[src/rtl/score_keeper_bcd.sv]
// BCD score keeper: time points every TICK_DIV cycles plus pipe bonuses while alive,
// score frozen on death with a high-score capture; restart begins a new round.
module score_keeper_bcd #(
  parameter int NUM_DIGITS = 3,
  parameter int TICK_DIV   = 13,
  parameter int WRAP_MODE  = 1
) (
  input  logic                    Clock,
  input  logic                    Reset,
  input  logic                    death,
  input  logic                    outofbounddeath,
  input  logic                    pipe_pass,
  input  logic                    restart,
  output logic [4*NUM_DIGITS-1:0] score_bcd,
  output logic [4*NUM_DIGITS-1:0] high_bcd,
  output logic                    new_high,
  output logic                    overflow,
  output logic                    alive
);

  localparam int W  = 4 * NUM_DIGITS;
  localparam int DW = (TICK_DIV > 2) ? $clog2(TICK_DIV) : 1;
  localparam logic [DW-1:0] DIV_LAST = DW'(TICK_DIV - 1);
  localparam logic [W-1:0]  ALL_NINES = {NUM_DIGITS{4'h9}};

  typedef enum logic {
    PLAY = 1'b0,
    DEAD = 1'b1
  } state_t;

  state_t        state, state_nxt;
  logic [DW-1:0] div_q, div_nxt;
  logic [W-1:0]  score_nxt, high_nxt, sum;
  logic          new_high_nxt, overflow_nxt;
  logic          die, tick, carry_out;
  logic [1:0]    inc, carry;
  logic [4:0]    digit_sum;

  always_comb begin
    die  = death | outofbounddeath;
    tick = (state == PLAY) && (div_q == DIV_LAST);
    // Death on the same cycle suppresses both the time point and the bonus.
    inc  = 2'd0;
    if (state == PLAY && !die) inc = {1'b0, tick} + {1'b0, pipe_pass};
  end

  // Ripple BCD adder; inc <= 2 and digits <= 9 keep every digit sum below 20.
  always_comb begin
    carry     = inc;
    digit_sum = 5'd0;
    sum       = '0;
    for (int i = 0; i < NUM_DIGITS; i++) begin
      digit_sum = {1'b0, score_bcd[4*i +: 4]} + {3'b000, carry};
      if (digit_sum > 5'd9) begin
        sum[4*i +: 4] = 4'(digit_sum - 5'd10);
        carry         = 2'd1;
      end else begin
        sum[4*i +: 4] = digit_sum[3:0];
        carry         = 2'd0;
      end
    end
    carry_out = (carry != 2'd0);
  end

  always_comb begin
    state_nxt    = state;
    div_nxt      = div_q;
    score_nxt    = score_bcd;
    high_nxt     = high_bcd;
    new_high_nxt = new_high;
    overflow_nxt = 1'b0;
    case (state)
      PLAY: begin
        div_nxt = tick ? '0 : div_q + DW'(1);
        if (die) begin
          state_nxt = DEAD;
          if (score_bcd > high_bcd) begin
            high_nxt     = score_bcd;
            new_high_nxt = 1'b1;
          end
        end else if (inc != 2'd0) begin
          if (carry_out) begin
            overflow_nxt = 1'b1;
            score_nxt    = (WRAP_MODE != 0) ? sum : ALL_NINES;
          end else begin
            score_nxt = sum;
          end
        end
      end
      DEAD: begin
        if (restart) begin
          state_nxt    = PLAY;
          score_nxt    = '0;
          div_nxt      = '0;
          new_high_nxt = 1'b0;
        end
      end
      default: state_nxt = PLAY;
    endcase
  end

  always_ff @(posedge Clock) begin
    if (Reset) begin
      state     <= PLAY;
      div_q     <= '0;
      score_bcd <= '0;
      high_bcd  <= '0;
      new_high  <= 1'b0;
      overflow  <= 1'b0;
    end else begin
      state     <= state_nxt;
      div_q     <= div_nxt;
      score_bcd <= score_nxt;
      high_bcd  <= high_nxt;
      new_high  <= new_high_nxt;
      overflow  <= overflow_nxt;
    end
  end

  assign alive = (state == PLAY);

endmodule

[config.mk]
export PLATFORM = sky130hd
export DESIGN_NAME = score_keeper_bcd
export DESIGN_NICKNAME = d
export VERILOG_FILES = /design/src/rtl/score_keeper_bcd.sv
export SDC_FILE = /design/constraint.sdc
export NUM_CORES = 1
export LEC_CHECK = 0
export BUFFER_PORTS_ARGS = -buffer_cell sky130_fd_sc_hd__buf_2
export CORE_ASPECT_RATIO = 0.75
export CORE_MARGIN = 2
export CORE_UTILIZATION = 30
export CTS_CLUSTER_DIAMETER = 60
export DETAILED_ROUTE_END_ITERATION = 16
export SYNTH_ARGS = -nofsm -noshare
export SYNTH_HDL_FRONTEND = slang
export SYNTH_SLANG_ARGS = --single-unit
[constraint.sdc]
create_clock -name Clock -period 15.9 [get_ports Clock]
set_input_delay 0.795 -clock Clock [delete_from_list [all_inputs] [get_ports Clock]]
set_output_delay 0.795 -clock Clock [all_outputs]
set_load 0.01 [all_outputs]
==> impl_summary.log, run 1 <==
INFO  metric status = complete, no violations
INFO  metric grt_pass1_vias = between 2000 and 2500
INFO  metric timing.slew.headroom = 0.234
INFO  metric cpMaxStageDelayCell = fa_1
INFO  metric detailroute.via_count = roughly 2200
INFO  metric drt-initial-drc-count = about 120
INFO  metric utilization = 0.357
INFO  metric grt_first_pass_wirelength = ~10000 um
INFO  metric critical_path_buf_inv_count = 2
INFO  metric yosysTopAreaCell = dfxtp_1
INFO  metric max-clock-path-buffers = 2
INFO  metric post_cts_buffers = 0
INFO  metric cts_buffers = 5
INFO  metric final_cell_count_no_fill = roughly 410
INFO  metric timing.critical_path.to = score_bcd[9]
INFO  metric wl_per_cell = roughly 15 um
INFO  metric seq_area_frac_synth = 0.265
INFO  metric number_of_hold_buffers_added_after_cts = 0
INFO  metric drive_above_1_share = 0.183
INFO  metric sequentialPowerShare = 0.482
INFO  metric yosys.area.top_type_share = 0.265
INFO  metric dp.cells = around 400
INFO  metric ys.warnings.count = 0
INFO  metric clk_pin_slew_worst_paths = ~70 ps
INFO  metric fp.dieArea = between 0.008 and 0.009 mm^2
INFO  metric critical_path.startpoint = div_q[0]
INFO  metric crit_family = adder cells
INFO  metric final.fill_count = just under 800
INFO  metric synth_area = 0.00234 mm^2
INFO  metric final.setup.tns = 0 ps
INFO  metric finish.net_count = 336
INFO  metric pre_cts_slack = between 9000 and 10000 ps
INFO  metric cts_tree = built
INFO  metric chipHeight = roughly 80 um
INFO  metric period_share = 0.374
INFO  metric arrival = 6180 ps
INFO  metric floorplan.initialDensity = 0.315
INFO  metric drv_slew = 0
INFO  metric synth_top_cells_by_area = dfxtp_1 27%, ha_1 13%, o311ai_0 4.5%, a21oi_1 4.3%, o2111ai_1 4.1%
INFO  metric clock_power_share = 0.435
INFO  metric comb_power_share = 0.083
INFO  metric reg2reg_launch_point = div_q[0]
INFO  metric maxCapViolCount = 0
INFO  metric design.core.area = about 0.0074 mm^2
INFO  metric power.share.switching = 0.268
INFO  metric power_density = roughly 63 mW/mm^2
INFO  metric most_common_cell_after_layout_fill_and_taps_aside = buf_2
INFO  metric postSynthCellCount = 284
INFO  metric power_report.internal_total = approximately 0.12 mW
INFO  metric worst-setup-path-type = reg -> reg
INFO  metric power.leakage = 1.04 nW
INFO  metric gp_routability_congestion = between 0.8 and 0.9
INFO  metric synth_ff_type = dfxtp_1
INFO  metric std_cell_rows = 27
INFO  metric syn_to_final_growth = 13.4%
INFO  metric viasPerCell = ~5.5
INFO  metric worstMarginPinSlew = 1140 ps
INFO  metric htreeDepth = 2
INFO  metric critical_path_required = roughly 16000 ps
INFO  metric yosys.cell_types.count = between 50 and 60
INFO  metric route.detailed.drc = 0
INFO  metric path_max_fanout = 8
INFO  metric synthArstFlopShare = 0
INFO  metric syn_nets = roughly 320
INFO  metric power_switching = between 0.04 and 0.05 mW
INFO  metric cts_sinks = 31
INFO  metric cp_num_cells = 26
INFO  metric unrepaired_setup_endpoints_after_global_routing = false
INFO  metric depth_of_the_worst_register_to_register_path = 26
INFO  metric final_worst_path_setup_slack = roughly 10000 ps
INFO  metric reg2reg_setup_slack = about 10000 ps
INFO  metric most_used_cells_in_the_layout_excluding_fill_and_tap_cells = 32 x buf_2, 31 x dfxtp_1, 24 x inv_1, 24 x ha_1, 21 x nand2_1
INFO  metric min_period = roughly 6000 ps
INFO  metric cts_resized = 0
INFO  metric max_stage_delay = 660 ps
INFO  metric antenna_cells_inserted = 0
INFO  metric synth_seq_cells = 31
INFO  metric ios = 33
INFO  metric port_buffers = 32
INFO  metric post_dp_hpwl = ~4400 um
INFO  metric worstSetupStartpointType = flip-flop
INFO  metric synthesis.area_per_instance = 8.23 um^2
INFO  metric vdd_drop_max = approximately 0.026 mV
INFO  metric drtAntennaViolNets = 0
INFO  metric global_route.usage.total = 0.157
INFO  metric die_w = 106 um
INFO  metric cts_root_buffer = clkbuf_8
INFO  metric final.setup_skew = about 4.4 ps
INFO  metric synth_edf_count = 0
INFO  metric grt-ovfl-total = 0
INFO  metric cp_common_cell = ha_1
INFO  metric largest_net_degree_at_the_start_of_global_routing = 34
INFO  metric cp_endpoint_kind = flip-flop
INFO  metric critical_path.reg2reg.endpoint = score_bcd[9]
INFO  metric class_of_the_tightest_hold_or_removal_check = reg -> reg
INFO  metric firstDrtPassIters = 4
INFO  metric final-setup-viol-count = 0
INFO  metric finalWirelength = 6210 um
INFO  metric finalHoldViolCount = 0
INFO  metric initial_antenna_violation_count = 0
INFO  metric clk_latency = ~300 ps
INFO  metric maximum_clock_frequency = around 170 MHz
[worst min path at each step]
stage	start	to	cells after the start
2_1_floorplan	div_q[3]	div_q[3]	1
6_report	new_high	new_high	2
3_5_place_dp	new_high	new_high	2
5_1_grt	new_high	new_high	2
3_3_place_gp	new_high	new_high	2
4_1_cts	new_high	new_high	2
[area by class of cell]
type                       instances  area (um^2)  share of cell area
clock buffer                       8          100              0.0377
inverter                          25         93.8              0.0354
multi-input combinational        207         1530               0.576
sequential                        31          621               0.234
tap                              101          126              0.0476
timing repair buffer              35          183              0.0689
[Yosys cell counts (4+ instances only)]
cell / n
o211ai_1: 4
o2111ai_1: 11
nor3_1: 5
nand3_1: 12
nand2b_1: 4
nor2_1: 11
inv_1: 24
and2_1: 4
a21oi_1: 20
o311ai_0: 12
dfxtp_1: 31
ha_1: 24
nand4_1: 15
clkbuf_1: 15
xnor2_1: 6
nand2_1: 21
o21ai_0: 7
[worst register-to-register path, delay by kind of cell, from the launching register on]
family | cells | cell delay [ps]
flops | 1 | 350
buf+inv | 2 | 130
fa+ha+maj | 9 | 2650
compound gates | 4 | 850
xor+xnor | 1 | 150
simple gates | 10 | 1750
[stage by stage]
step	hold WS, ps	total power [mW]	area, um^2
4_1_cts	465	0.168	2650
6_report	458	0.166	2650
3_3_place_gp	443	0.0954	2550
3_5_place_dp	456	0.0957	2550
2_1_floorplan	470	0.0911	2340
5_1_grt	501	0.174	2650
[kinds of logic after synthesis]
| group | Yosys count | synth area share |
|---|---|---|
| xor gates and xnor gates | 8 | 0.0300 |
| adders and majority gates | 25 | 0.137 |
| DFF | 31 | 0.265 |
| muxes | 1 | 0.00428 |
| and+or+nand+nor | 93 | 0.218 |
| AOI/OAI and AO/OA | 80 | 0.260 |
| buffers and inverters | 46 | 0.0856 |
[state kept, by name, indices dropped and copies added (netlist names)]
register,cells
new_high,1
overflow,1
score_bcd,12
state,1
div_q,4
high_bcd,12
[power groups by stage]
| stage | Sequential (mW) | Clock (mW) | Combinational (mW) |
|---|---|---|---|
| finish | 0.0802 | 0.0725 | 0.0138 |
| global route | 0.0804 | 0.0777 | 0.0156 |
| CTS | 0.0801 | 0.0739 | 0.0139 |
| detailed placement | 0.0819 | 0 | 0.0138 |
| global placement | 0.0819 | 0 | 0.0135 |
| floorplan | 0.0810 | 0 | 0.0101 |
[routing by layer]
metal / global-route usage / part of all wire / vias to the layer above
met5: 0 / 0 / -
met4: 0.0737 / 0.022 / 0
met3: 0.0268 / 0.049 / 12
met2: 0.241 / 0.42 / 65
met1: 0.213 / 0.51 / 1045
li1: - / - / 1121
No activity file was read; power rests on OpenSTA's default activity.
==> inputs of run 2 (changes only) <==
==> constraint.sdc (replaced) <==
create_clock -name Clock -period 5.9 [get_ports Clock]
set_input_delay 0.295 -clock Clock [delete_from_list [all_inputs] [get_ports Clock]]
set_output_delay 0.295 -clock Clock [all_outputs]
set_load 0.01 [all_outputs]
==> run 2 against run 1 <==
Design area up 2.6%. First-iteration DRC count increased by 31%. Worst setup slack worse by 9600 ps. Combinational power grew to 2.9 times the previous value. Critical path depth is 1 lower. Worst hold slack got worse by 210 ps. Critical path type unchanged. Largest power group is now clock. Highest routed layer unchanged.
==> impl_summary.log, run 2 (synthesized netlist as in run 1, its figures left out) <==
INFO  metric cts_buffers = 5
INFO  metric cts_sinks = 31
INFO  metric critical_path_buf_inv_count = 2
INFO  metric firstDrtPassIters = 4
INFO  metric finish.instance_area = between 0.002 and 0.003 mm^2
INFO  metric global_route.usage.total = 0.162
INFO  metric floorplan.initialDensity = 0.315
INFO  metric most_common_cell_after_layout_fill_and_taps_aside = buf_2
INFO  metric antenna_cells_inserted = 0
INFO  metric worstMarginPinSlew = around 1100 ps
INFO  metric utilization = 0.366
INFO  metric gp_routability_congestion = ~0.78
INFO  metric status = complete, no violations
INFO  metric pre_cts_slack = 9.35 ps
INFO  metric die_w = roughly 110 um
INFO  metric period_share = 0.942
INFO  metric power.share.switching = 0.263
INFO  metric multiInputGateArea = ~0.0016 mm^2
INFO  metric depth_of_the_worst_register_to_register_path = 25
INFO  metric finalPower = a little under 0.5 mW
INFO  metric cts_root_buffer = clkbuf_8
INFO  metric cp_endpoint_kind = flip-flop
INFO  metric syn_to_final_growth = 16.4%
INFO  metric number_of_hold_buffers_added_after_cts = 0
INFO  metric grt_first_pass_wirelength = approximately 11000 um
INFO  metric fp.dieArea = between 0.008 and 0.009 mm^2
INFO  metric vdd_drop_max = roughly 0.075 mV
INFO  metric post_dp_cell_area = 0.00256 mm^2
INFO  metric htreeDepth = 2
INFO  metric maximum_clock_frequency = between 150 and 200 MHz
INFO  metric timing.slew.headroom = 0.281
INFO  metric power_report.internal_total = 0.359 mW
INFO  metric comb_power_share = 0.082
INFO  metric viasPerCell = about 5.6
INFO  metric design.core.area = approximately 0.0074 mm^2
INFO  metric drtAntennaViolNets = 0
INFO  metric crit_family = adder cells
INFO  metric most_used_cells_in_the_layout_excluding_fill_and_tap_cells = 32 x buf_2, 31 x dfxtp_1, 24 x inv_1
INFO  metric unrepaired_setup_endpoints_after_global_routing = false
INFO  metric path_max_fanout = 6
INFO  metric max_stage_delay = ~630 ps
INFO  metric power.leakage = approximately 1.1 nW
INFO  metric clk_pin_slew_worst_paths = approximately 80 ps
INFO  metric final.setup_skew = approximately 12 ps
INFO  metric wl_per_cell = ~16 um
INFO  metric cp_num_cells = 25
INFO  metric drt-initial-drc-count = between 150 and 200
INFO  metric drive_above_1_share = 0.214
INFO  metric max-clock-path-buffers = 2
INFO  metric largest_net_degree_at_the_start_of_global_routing = 34
INFO  metric finalWirelength = approximately 6600 um
INFO  metric clk_latency = around 300 ps
INFO  metric detailroute.via_count = 2283
INFO  metric power_density = 179 mW/mm^2
INFO  metric worst-setup-path-type = reg -> reg
INFO  metric final_cell_count_no_fill = slightly above 400
INFO  metric hold_slack = around 250 ps
INFO  metric finish.net_count = between 300 and 400
INFO  metric post_dp_hpwl = ~4600 um
INFO  metric final.fill_count = 782
INFO  metric final_worst_path_setup_slack = 341 ps
INFO  metric chipHeight = a little over 80 um
INFO  metric drv_slew = 0
INFO  metric grt_pass1_vias = between 2000 and 2500
INFO  metric worstSetupStartpointType = flip-flop
INFO  metric finalHoldViolCount = 0
INFO  metric ios = 33
INFO  metric clock_power_share = 0.477
INFO  metric class_of_the_tightest_hold_or_removal_check = in -> reg
INFO  metric route.detailed.drc = 0
INFO  metric largest_registers = high_bcd x12, score_bcd x12, div_q x4
INFO  metric arrival = roughly 5800 ps
INFO  metric final-setup-viol-count = 0
INFO  metric seq_area = between 600 and 700 um^2
INFO  metric critical_path_required = about 6200 ps
INFO  metric sequentialPowerShare = 0.440
INFO  metric grt-ovfl-total = 0
INFO  metric dp.cells = 400
INFO  metric maxCapViolCount = 0
INFO  metric hold-path-cell-count = 2
INFO  metric power_switching = about 0.13 mW
INFO  metric cts_tree = built
INFO  metric initial_antenna_violation_count = 0
INFO  metric final.setup.tns = 0 ps
INFO  metric port_buffers = 32
INFO  metric cpMaxStageDelayCell = fa_2
INFO  metric cp_common_cell = ha_1
INFO  metric min_period = between 5000 and 6000 ps
INFO  metric std_cell_rows = 27
run 2: path summary, 6_finish.rpt:
check / from / to / slack (ps)
setup / recovery: div_q[0] / score_bcd[9] / 340
hold / removal: restart / score_bcd[11] / 250
setup reg to reg: div_q[0] / score_bcd[9] / 340
hold reg to reg: new_high / new_high / 460
run 2: layout make-up:
cell class                      instances  area share
Clock buffer                            6      0.0303
Clock inverter                          2      0.0129
Inverter                               25      0.0345
Multi-Input combinational cell        207       0.573
Sequential cell                        31       0.228
Tap cell                              101      0.0464
Timing Repair Buffer                   38      0.0754
run 2: timing repair:
action	CTS	global route
pin swaps	0	1
resized for setup	1	6
setup endpoints to repair	1	3
gates cloned	0	0
buffers inserted	0	2
run 2: power by group through the flow:
stage	Combinational [mW]	Clock [mW]	Sequential [mW]
final	0.0401	0.233	0.215
after global routing	0.0443	0.243	0.215
after CTS	0.0394	0.234	0.215
after detailed placement	0.0392	0	0.220
after global placement	0.0388	0	0.220
after floorplan	0.0272	0	0.218
run 2: metal layers:
layer | vias up | GRT usage | share of wire
met2 | 57 | 0.260 | 0.44
met1 | 1092 | 0.209 | 0.49
met3 | 12 | 0.0357 | 0.050
met4 | 0 | 0.0697 | 0.019
li1 | 1122 | - | -
met5 | - | 0 | 0
